==> config.mk <==
export PLATFORM = sky130hd
export DESIGN_NAME = fp_mul_pipe_vr
export DESIGN_NICKNAME = d
export VERILOG_FILES = /design/src/rtl/fp_mul_pipe_vr.sv
export SDC_FILE = /design/constraint.sdc
export NUM_CORES = 2
export LEC_CHECK = 0
export ABC_CLOCK_PERIOD_IN_PS = 16390
export BUFFER_PORTS_ARGS = -buffer_cell sky130_fd_sc_hd__buf_2
export CORE_MARGIN = 3
export CORE_UTILIZATION = 60
export DETAILED_ROUTE_END_ITERATION = 8
export PLACE_DENSITY = 0.86
export SETUP_SLACK_MARGIN = 0.1
export SLEW_MARGIN = 20
export SYNTH_ARGS = -nofsm -noshare
export SYNTH_HDL_FRONTEND = slang
export SYNTH_SLANG_ARGS = --single-unit
==> constraint.sdc <==
create_clock -name clk -period 16.39 [get_ports clk]
set_input_delay 2.4585 -clock clk [delete_from_list [all_inputs] [get_ports clk]]
set_output_delay 2.4585 -clock clk [all_outputs]
set_load 0.01 [all_outputs]
==> src/rtl/fp_mul_pipe_vr.sv <==
// Parametrised floating-point multiplier (DAZ/FTZ, five rounding modes) with a 3-stage elastic pipeline.
// Latency: 3 register stages (unpack/classify, multiply, normalise/round/pack); throughput 1 op/clk.
// Backpressure: each stage loads when empty or draining; in_ready ripples combinationally from out_ready.
// Ports: clk/rst (async active-high), flush (sync drop of in-flight ops), in_* operand handshake,
//        out_* result handshake with 5-bit flags {NV, DZ, OF, UF, NX} and passthrough tag.
module fp_mul_pipe_vr #(
    parameter int EXP_W = 8,
    parameter int MAN_W = 23,
    parameter int TAG_W = 4
) (
    input  logic                 clk,
    input  logic                 rst,
    input  logic                 flush,
    input  logic                 in_valid,
    output logic                 in_ready,
    input  logic [EXP_W+MAN_W:0] in_x,
    input  logic [EXP_W+MAN_W:0] in_y,
    input  logic [2:0]           in_rm,
    input  logic [TAG_W-1:0]     in_tag,
    output logic                 out_valid,
    input  logic                 out_ready,
    output logic [EXP_W+MAN_W:0] out_res,
    output logic [4:0]           out_flags,
    output logic [TAG_W-1:0]     out_tag
);
    localparam int FW = 1 + EXP_W + MAN_W;
    localparam int PW = 2 * MAN_W + 2;
    localparam int EW = EXP_W + 2;

    localparam logic [EW-1:0] BIAS_E = {3'b000, {(EXP_W-1){1'b1}}};
    localparam logic [EW-1:0] EMAX_E = {2'b00, {EXP_W{1'b1}}};
    localparam logic [FW-1:0] QNAN   = {1'b0, {EXP_W{1'b1}}, 1'b1, {(MAN_W-1){1'b0}}};

    localparam logic [2:0] RM_RTZ = 3'd1;
    localparam logic [2:0] RM_RDN = 3'd2;
    localparam logic [2:0] RM_RUP = 3'd3;
    localparam logic [2:0] RM_RMM = 3'd4;

    // ---------------- handshake ----------------
    logic v1, v2, v3;
    logic ld1, ld2, ld3;

    assign ld3       = !v3 || out_ready;
    assign ld2       = !v2 || ld3;
    assign ld1       = !v1 || ld2;
    assign in_ready  = ld1 && !flush;
    assign out_valid = v3;

    always_ff @(posedge clk or posedge rst) begin
        if (rst) begin
            v1 <= 1'b0;
            v2 <= 1'b0;
            v3 <= 1'b0;
        end else if (flush) begin
            v1 <= 1'b0;
            v2 <= 1'b0;
            v3 <= 1'b0;
        end else begin
            if (ld1) v1 <= in_valid;
            if (ld2) v2 <= v1;
            if (ld3) v3 <= v2;
        end
    end

    // ---------------- S1: unpack / classify ----------------
    logic             xs, ys;
    logic [EXP_W-1:0] xe, ye;
    logic [MAN_W-1:0] xf, yf;
    logic x_zero, x_inf, x_nan, x_snan;
    logic y_zero, y_inf, y_nan, y_snan;
    logic inv;

    assign {xs, xe, xf} = in_x;
    assign {ys, ye, yf} = in_y;

    // Subnormal inputs count as zero (DAZ), so zero is just a zero exponent.
    assign x_zero = (xe == '0);
    assign y_zero = (ye == '0);
    assign x_inf  = (&xe) && (xf == '0);
    assign y_inf  = (&ye) && (yf == '0);
    assign x_nan  = (&xe) && (xf != '0);
    assign y_nan  = (&ye) && (yf != '0);
    assign x_snan = x_nan && !xf[MAN_W-1];
    assign y_snan = y_nan && !yf[MAN_W-1];
    assign inv    = (x_inf && y_zero) || (y_inf && x_zero);

    logic          c1_spec;
    logic [FW-1:0] c1_res;
    logic          c1_nv;

    always_comb begin
        c1_spec = 1'b0;
        c1_res  = '0;
        c1_nv   = 1'b0;
        if (x_nan || y_nan || inv) begin
            c1_spec = 1'b1;
            c1_res  = QNAN;
            c1_nv   = x_snan || y_snan || inv;
        end else if (x_inf || y_inf) begin
            c1_spec = 1'b1;
            c1_res  = {xs ^ ys, {EXP_W{1'b1}}, {MAN_W{1'b0}}};
        end else if (x_zero || y_zero) begin
            c1_spec = 1'b1;
            c1_res  = {xs ^ ys, {(FW-1){1'b0}}};
        end
    end

    logic             s1_sign, s1_spec, s1_nv;
    logic [FW-1:0]    s1_spec_res;
    logic [MAN_W:0]   s1_xsig, s1_ysig;
    logic [EXP_W-1:0] s1_xe, s1_ye;
    logic [2:0]       s1_rm;
    logic [TAG_W-1:0] s1_tag;

    always_ff @(posedge clk or posedge rst) begin
        if (rst) begin
            s1_sign     <= 1'b0;
            s1_spec     <= 1'b0;
            s1_nv       <= 1'b0;
            s1_spec_res <= '0;
            s1_xsig     <= '0;
            s1_ysig     <= '0;
            s1_xe       <= '0;
            s1_ye       <= '0;
            s1_rm       <= '0;
            s1_tag      <= '0;
        end else if (in_ready && in_valid) begin
            s1_sign     <= xs ^ ys;
            s1_spec     <= c1_spec;
            s1_nv       <= c1_nv;
            s1_spec_res <= c1_res;
            s1_xsig     <= {1'b1, xf};
            s1_ysig     <= {1'b1, yf};
            s1_xe       <= xe;
            s1_ye       <= ye;
            s1_rm       <= in_rm;
            s1_tag      <= in_tag;
        end
    end

    // ---------------- S2: significand multiply + exponent sum ----------------
    logic [PW-1:0] c2_prod;
    logic [EW-1:0] c2_e;

    assign c2_prod = {{(MAN_W+1){1'b0}}, s1_xsig} * {{(MAN_W+1){1'b0}}, s1_ysig};
    // Two extra bits: sign for underflow detection, headroom for overflow.
    assign c2_e    = {2'b00, s1_xe} + {2'b00, s1_ye} - BIAS_E;

    logic             s2_sign, s2_spec, s2_nv;
    logic [FW-1:0]    s2_spec_res;
    logic [PW-1:0]    s2_prod;
    logic [EW-1:0]    s2_e;
    logic [2:0]       s2_rm;
    logic [TAG_W-1:0] s2_tag;

    always_ff @(posedge clk or posedge rst) begin
        if (rst) begin
            s2_sign     <= 1'b0;
            s2_spec     <= 1'b0;
            s2_nv       <= 1'b0;
            s2_spec_res <= '0;
            s2_prod     <= '0;
            s2_e        <= '0;
            s2_rm       <= '0;
            s2_tag      <= '0;
        end else if (!flush && ld2 && v1) begin
            s2_sign     <= s1_sign;
            s2_spec     <= s1_spec;
            s2_nv       <= s1_nv;
            s2_spec_res <= s1_spec_res;
            s2_prod     <= c2_prod;
            s2_e        <= c2_e;
            s2_rm       <= s1_rm;
            s2_tag      <= s1_tag;
        end
    end

    // ---------------- S3: normalise / round / pack ----------------
    logic [PW-2:0]  pn;      // product with the leading one removed
    logic [EW-1:0]  e_n, e_r;
    logic [MAN_W-1:0] frac;
    logic           g, st, inc;
    logic [MAN_W:0] mant;
    logic [FW-1:0]  c3_res;
    logic [4:0]     c3_flags;
    logic [FW-1:0]  max_fin, inf_res;

    always_comb begin
        pn       = s2_prod[PW-1] ? s2_prod[PW-2:0] : {s2_prod[PW-3:0], 1'b0};
        e_n      = s2_e + {{(EW-1){1'b0}}, s2_prod[PW-1]};
        frac     = pn[PW-2 -: MAN_W];
        g        = pn[MAN_W];
        st       = |pn[MAN_W-1:0];
        case (s2_rm)
            RM_RTZ:  inc = 1'b0;
            RM_RDN:  inc = s2_sign && (g || st);
            RM_RUP:  inc = !s2_sign && (g || st);
            RM_RMM:  inc = g;
            default: inc = g && (st || frac[0]);   // RNE, also codes 5-7
        endcase
        mant     = {1'b0, frac} + {{MAN_W{1'b0}}, inc};
        // A carry out leaves mant[MAN_W-1:0] all zero, so only the exponent moves.
        e_r      = e_n + {{(EW-1){1'b0}}, mant[MAN_W]};
        max_fin  = {s2_sign, {(EXP_W-1){1'b1}}, 1'b0, {MAN_W{1'b1}}};
        inf_res  = {s2_sign, {EXP_W{1'b1}}, {MAN_W{1'b0}}};
        c3_res   = {s2_sign, e_r[EXP_W-1:0], mant[MAN_W-1:0]};
        c3_flags = {4'b0000, g || st};

        if (s2_spec) begin
            c3_res   = s2_spec_res;
            c3_flags = {s2_nv, 4'b0000};
        end else if (e_n[EW-1] || (e_n == '0)) begin
            // Flush-to-zero decided on the unrounded exponent.
            c3_res   = {s2_sign, {(FW-1){1'b0}}};
            c3_flags = 5'b00011;
        end else if (e_r >= EMAX_E) begin
            c3_flags = 5'b00101;
            case (s2_rm)
                RM_RTZ:  c3_res = max_fin;
                RM_RDN:  c3_res = s2_sign ? inf_res : max_fin;
                RM_RUP:  c3_res = s2_sign ? max_fin : inf_res;
                default: c3_res = inf_res;
            endcase
        end
    end

    always_ff @(posedge clk or posedge rst) begin
        if (rst) begin
            out_res   <= '0;
            out_flags <= '0;
            out_tag   <= '0;
        end else if (!flush && ld3 && v2) begin
            out_res   <= c3_res;
            out_flags <= c3_flags;
            out_tag   <= s2_tag;
        end
    end

endmodule

==> summary.md <==
| Metric | Value |
|---|---|
| Min cycle time layout | `7.74 ns` |
| CTS tree | `yes` |
| RSZ-0062 raised after global routing | `false` |
| Peak Freq | `129 MHz` |
| Reg2reg path depth | `23` |
| Max-cap violation count | `0` |
| Residual DRC | `0` |
| Routed WL | `73,600 um` |
| Area of the multi-input gates | `0.0208 sq mm` |
| Layout cells sized above 1 | `6.47%` |
| Port Buffer Count | `117` |
| Hold Vio Cnt, Final | `0` |
| Hold WC Path Type | `reg -> reg` |
| Crit path max fanout | `25` |
| Starting Density | `61.6%` |
| Mapped Area | `0.0283 sq mm` |
| DRT Pass-1 Iters | `8` |
| Setup TNS | `0 ns` |
| CP most frequent cell | `fa_1` |
| Total CTS buffers | `17` |
| Yosys warning count | `0` |
| R2R Path End | `s2_prod[45]` |
| Cells after Synth | `3,249` |
| Startpoint of the worst hold path | `s2_spec_res[22]` |
| First-pass GRT wire length | `120,000 um` |
| Wire length on met3 | `5920 um` |
| WHS Path Cells | `2` |
| Final setup fails | `0` |
| Number of global-route vias before repair | `23,500` |
| Async S/R FF share, synth | `100%` |
| Worst Path Required | `16.69 ns` |
| Fillers | `3,621` |
| FF+latch count, synth | `190` |
| Via count | `22,500` |
| GRT Util Overall | `30.3%` |
| Slew @ Worst Pin | `1.13 ns` |
| Iteration-0 DRC Markers | `1,963` |
| Cell chain of the critical path | `nand2_1 -> fa_1 -> inv_1 -> fa_1 -> inv_1 -> fa_1 -> inv_1 -> fa_1 -> fa_1 -> fa_1 -> inv_1 -> fa_1 -> inv_1 -> ha_1 -> a21oi_1 -> nor3b_1 -> o21ai_0 -> a22o_1 -> a31o_2 -> a2111oi_0 -> o31ai_1 -> xnor2_1 -> o21ai_1` |
| Most common flop cell mapped by yosys | `dfrtp_1` |
| Hold Path Sink | `s2_spec_res[22]` |
| Reg clk slew, reported paths | `0.09 ns` |
| Met2 WL | `35,500 um` |
| Sequential fraction of the synthesis area | `16.8%` |
| Hold buffer count at CTS | `0` |
| Net Count, Synth | `4,004` |
| Top sig layer | `met4` |
| Critical path's largest stage delay | `0.98 ns` |
| Area grow syn2layout | `5.17%` |
| Avg Cell Area, Syn | `8.72 sq um` |
| WL met1 | `28,700 um` |
| Routability cong. | `0.917` |
| Latest clock arrival within the worst-skew pair | `0.47 ns` |
| Routed vias/inst | `5.85` |
| Slew margin rel. | `24.5%` |
| Clk root buf | `clkbuf_16` |
| Unique masters post-synth | `81` |
| Final nets | `3,989` |
| Clk sinks | `190` |
| Slowest CP cell | `dfrtp_1` |
| Wire per inst | `19.1 um` |
| Max Slew Vio Count | `0` |
| # IOs | `119` |
| R2R Setup Slk | `8.65 ns` |
| Antenna violations before repair | `3` |
| Chip height | `223 um` |
| Die area | `0.0499 sq mm` |
| Seq. cell area | `0.00476 sq mm` |
| Tcrit/Tclk final | `47.2%` |
| CP Launch Type | `register` |
| Die width | `223 um` |
| R2r startpoint | `s1_ysig[9]` |
| Post-CTS Setup Inserts | `0` |
| Clock buffer depth | `2` |
| H-tree levels | `4` |
| Post-route ant nets | `0` |
| Core Region | `0.0460 sq mm` |
| Critical path arrival | `8.04 ns` |
| Clock Skew | `0.0245 ns` |
| Critical path endpoint category | `register` |
| Post-CTS Resized | `0` |
| Total gr overflow | `0` |
| Largest net degree at the start of global routing | `127` |
| Post-DP HPWL | `55,200 um` |
| Setup CP Type | `reg -> reg` |
| Post-synth EDFFs | `0` |
| Status | `completed` |
| Row cnt | `78` |
## how the worst max path moves through the flow
stage / startpoint / to / slack, ns / cells past startpoint
floorplan: rst / out_flags[0] / 8.76 / 1
global placement: s1_ysig[9] / s2_prod[45] / 8.96 / 23
detailed placement: s1_ysig[0] / s2_prod[42] / 8.78 / 24
CTS: s1_ysig[12] / s2_prod[45] / 8.79 / 23
global route: s1_ysig[9] / s2_prod[45] / 8.30 / 23
finish: s1_ysig[9] / s2_prod[45] / 8.65 / 23
## state kept, by name (all words and copies together) (netlist names), 3 cells and up
signal / flops
out_flags: 4
s1_ye: 8
s1_rm: 3
s2_rm: 3
s1_xsig: 24
s2_spec_res: 3
s2_tag: 4
s1_xe: 8
s1_ysig: 23
s1_tag: 4
out_tag: 4
out_res: 32
s1_spec_res: 3
s2_prod: 48
s2_e: 10
## critical path, delay by kind of cell, from the launching register on
| family | cells | cell delay, ns |
|---|---|---|
| and+or+nand+nor | 2 | 0.43 |
| buffers and inverters | 5 | 0.26 |
| AOI/OAI and AO/OA | 7 | 1.68 |
| xor gates and xnor gates | 1 | 0.18 |
| DFF | 1 | 0.98 |
| adders and majority gates | 8 | 4.00 |
## Yosys cell counts, types with 4 or more instances
cell type	count	share of area [%]
ha_1	196	8.7
nor2_1	83	1.1
nor3b_1	8	0.21
buf_4	4	0.11
nand3b_1	4	0.11
nand3_1	25	0.44
a31oi_1	17	0.38
clkbuf_1	154	2.0
a211oi_1	15	0.40
nor2b_1	14	0.31
buf_2	6	0.11
o21ai_0	97	1.7
a21oi_1	74	1.3
nor4_1	25	0.55
nand4_1	20	0.44
o211ai_1	5	0.13
o21a_1	5	0.13
o21bai_1	7	0.19
mux2i_1	7	0.25
a22oi_1	4	0.11
fa_1	483	34
dfrtp_1	190	17
mux2_2	8	0.32
xor2_1	30	0.93
a21o_1	25	0.66
o21ai_1	23	0.41
a211o_1	6	0.19
and2_1	311	6.9
nand2_1	685	9.1
nand2b_1	12	0.27
buf_1	7	0.093
o31ai_1	5	0.13
xnor2_1	39	1.2
inv_1	555	7.4
and3_1	12	0.27
nor3_1	21	0.37
## stage by stage
step / util [%] / instances / instance area, sq um / hold WS, ns / setup WS, ns
final: 64.8 / 3850 / 29800 / 0.470 / 8.65
after global routing: 64.8 / 3849 / 29800 / 0.496 / 8.30
after CTS: 64.8 / 3847 / 29800 / 0.472 / 8.79
after detailed placement: 63.5 / 3815 / 29200 / 0.454 / 8.78
after global placement: 63.5 / 3815 / 29200 / 0.445 / 8.96
after floorplan: - / 3249 / 28300 / 0.437 / 8.76
## area by class of cell
class	count	share of cell area, %
Multi-Input combinational cell	2332	69.9
Timing Repair Buffer	138	2.49
Antenna cell	3	0.0252
Tap cell	600	2.52
Clock buffer	20	1.47
Sequential cell	190	16.0
Clock inverter	12	0.592
Inverter	555	7.02
## cell families (layout without fill, tap and decap cells)
kind of cell | Yosys count | in the layout | synth area share, %
adder cells (fa/ha/maj) | 679 | 679 | 42.8
multiplexers | 15 | 15 | 0.565
flip-flops | 190 | 190 | 16.8
buffers and inverters | 727 | 725 | 9.74
AO/OA/AOI/OAI | 325 | 325 | 7.20
XOR/XNOR | 69 | 69 | 2.13
AND/OR/NAND/NOR | 1243 | 1243 | 20.8
other | 1 | 4 | 0.0132
## placed cells by master, fill, tap and decap left out, types with 17 or more instances in the layout
cell type,n
clkbuf_16,17
nand4_1,20
xor2_1,30
ha_1,196
nor4_1,25
inv_1,554
xnor2_1,39
nand2_1,684
o21ai_0,97
a21oi_1,74
a21o_1,25
buf_4,21
nand3_1,25
fa_1,483
nor3_1,21
o21ai_1,23
buf_2,117
and2_1,310
a31oi_1,17
nor2_1,83
dfrtp_1,188
## layer usage
metal  global-route usage [%]  vias to the layer above
met4                     13.8                        0
met3                     4.91                      260
li1                         -                     9926
met2                     49.4                     1114
met5                        0                        -
met1                     40.1                    11200
Power is not shown: default switching activity piles up to over one toggle a cycle in this logic, so the estimate is an artifact.
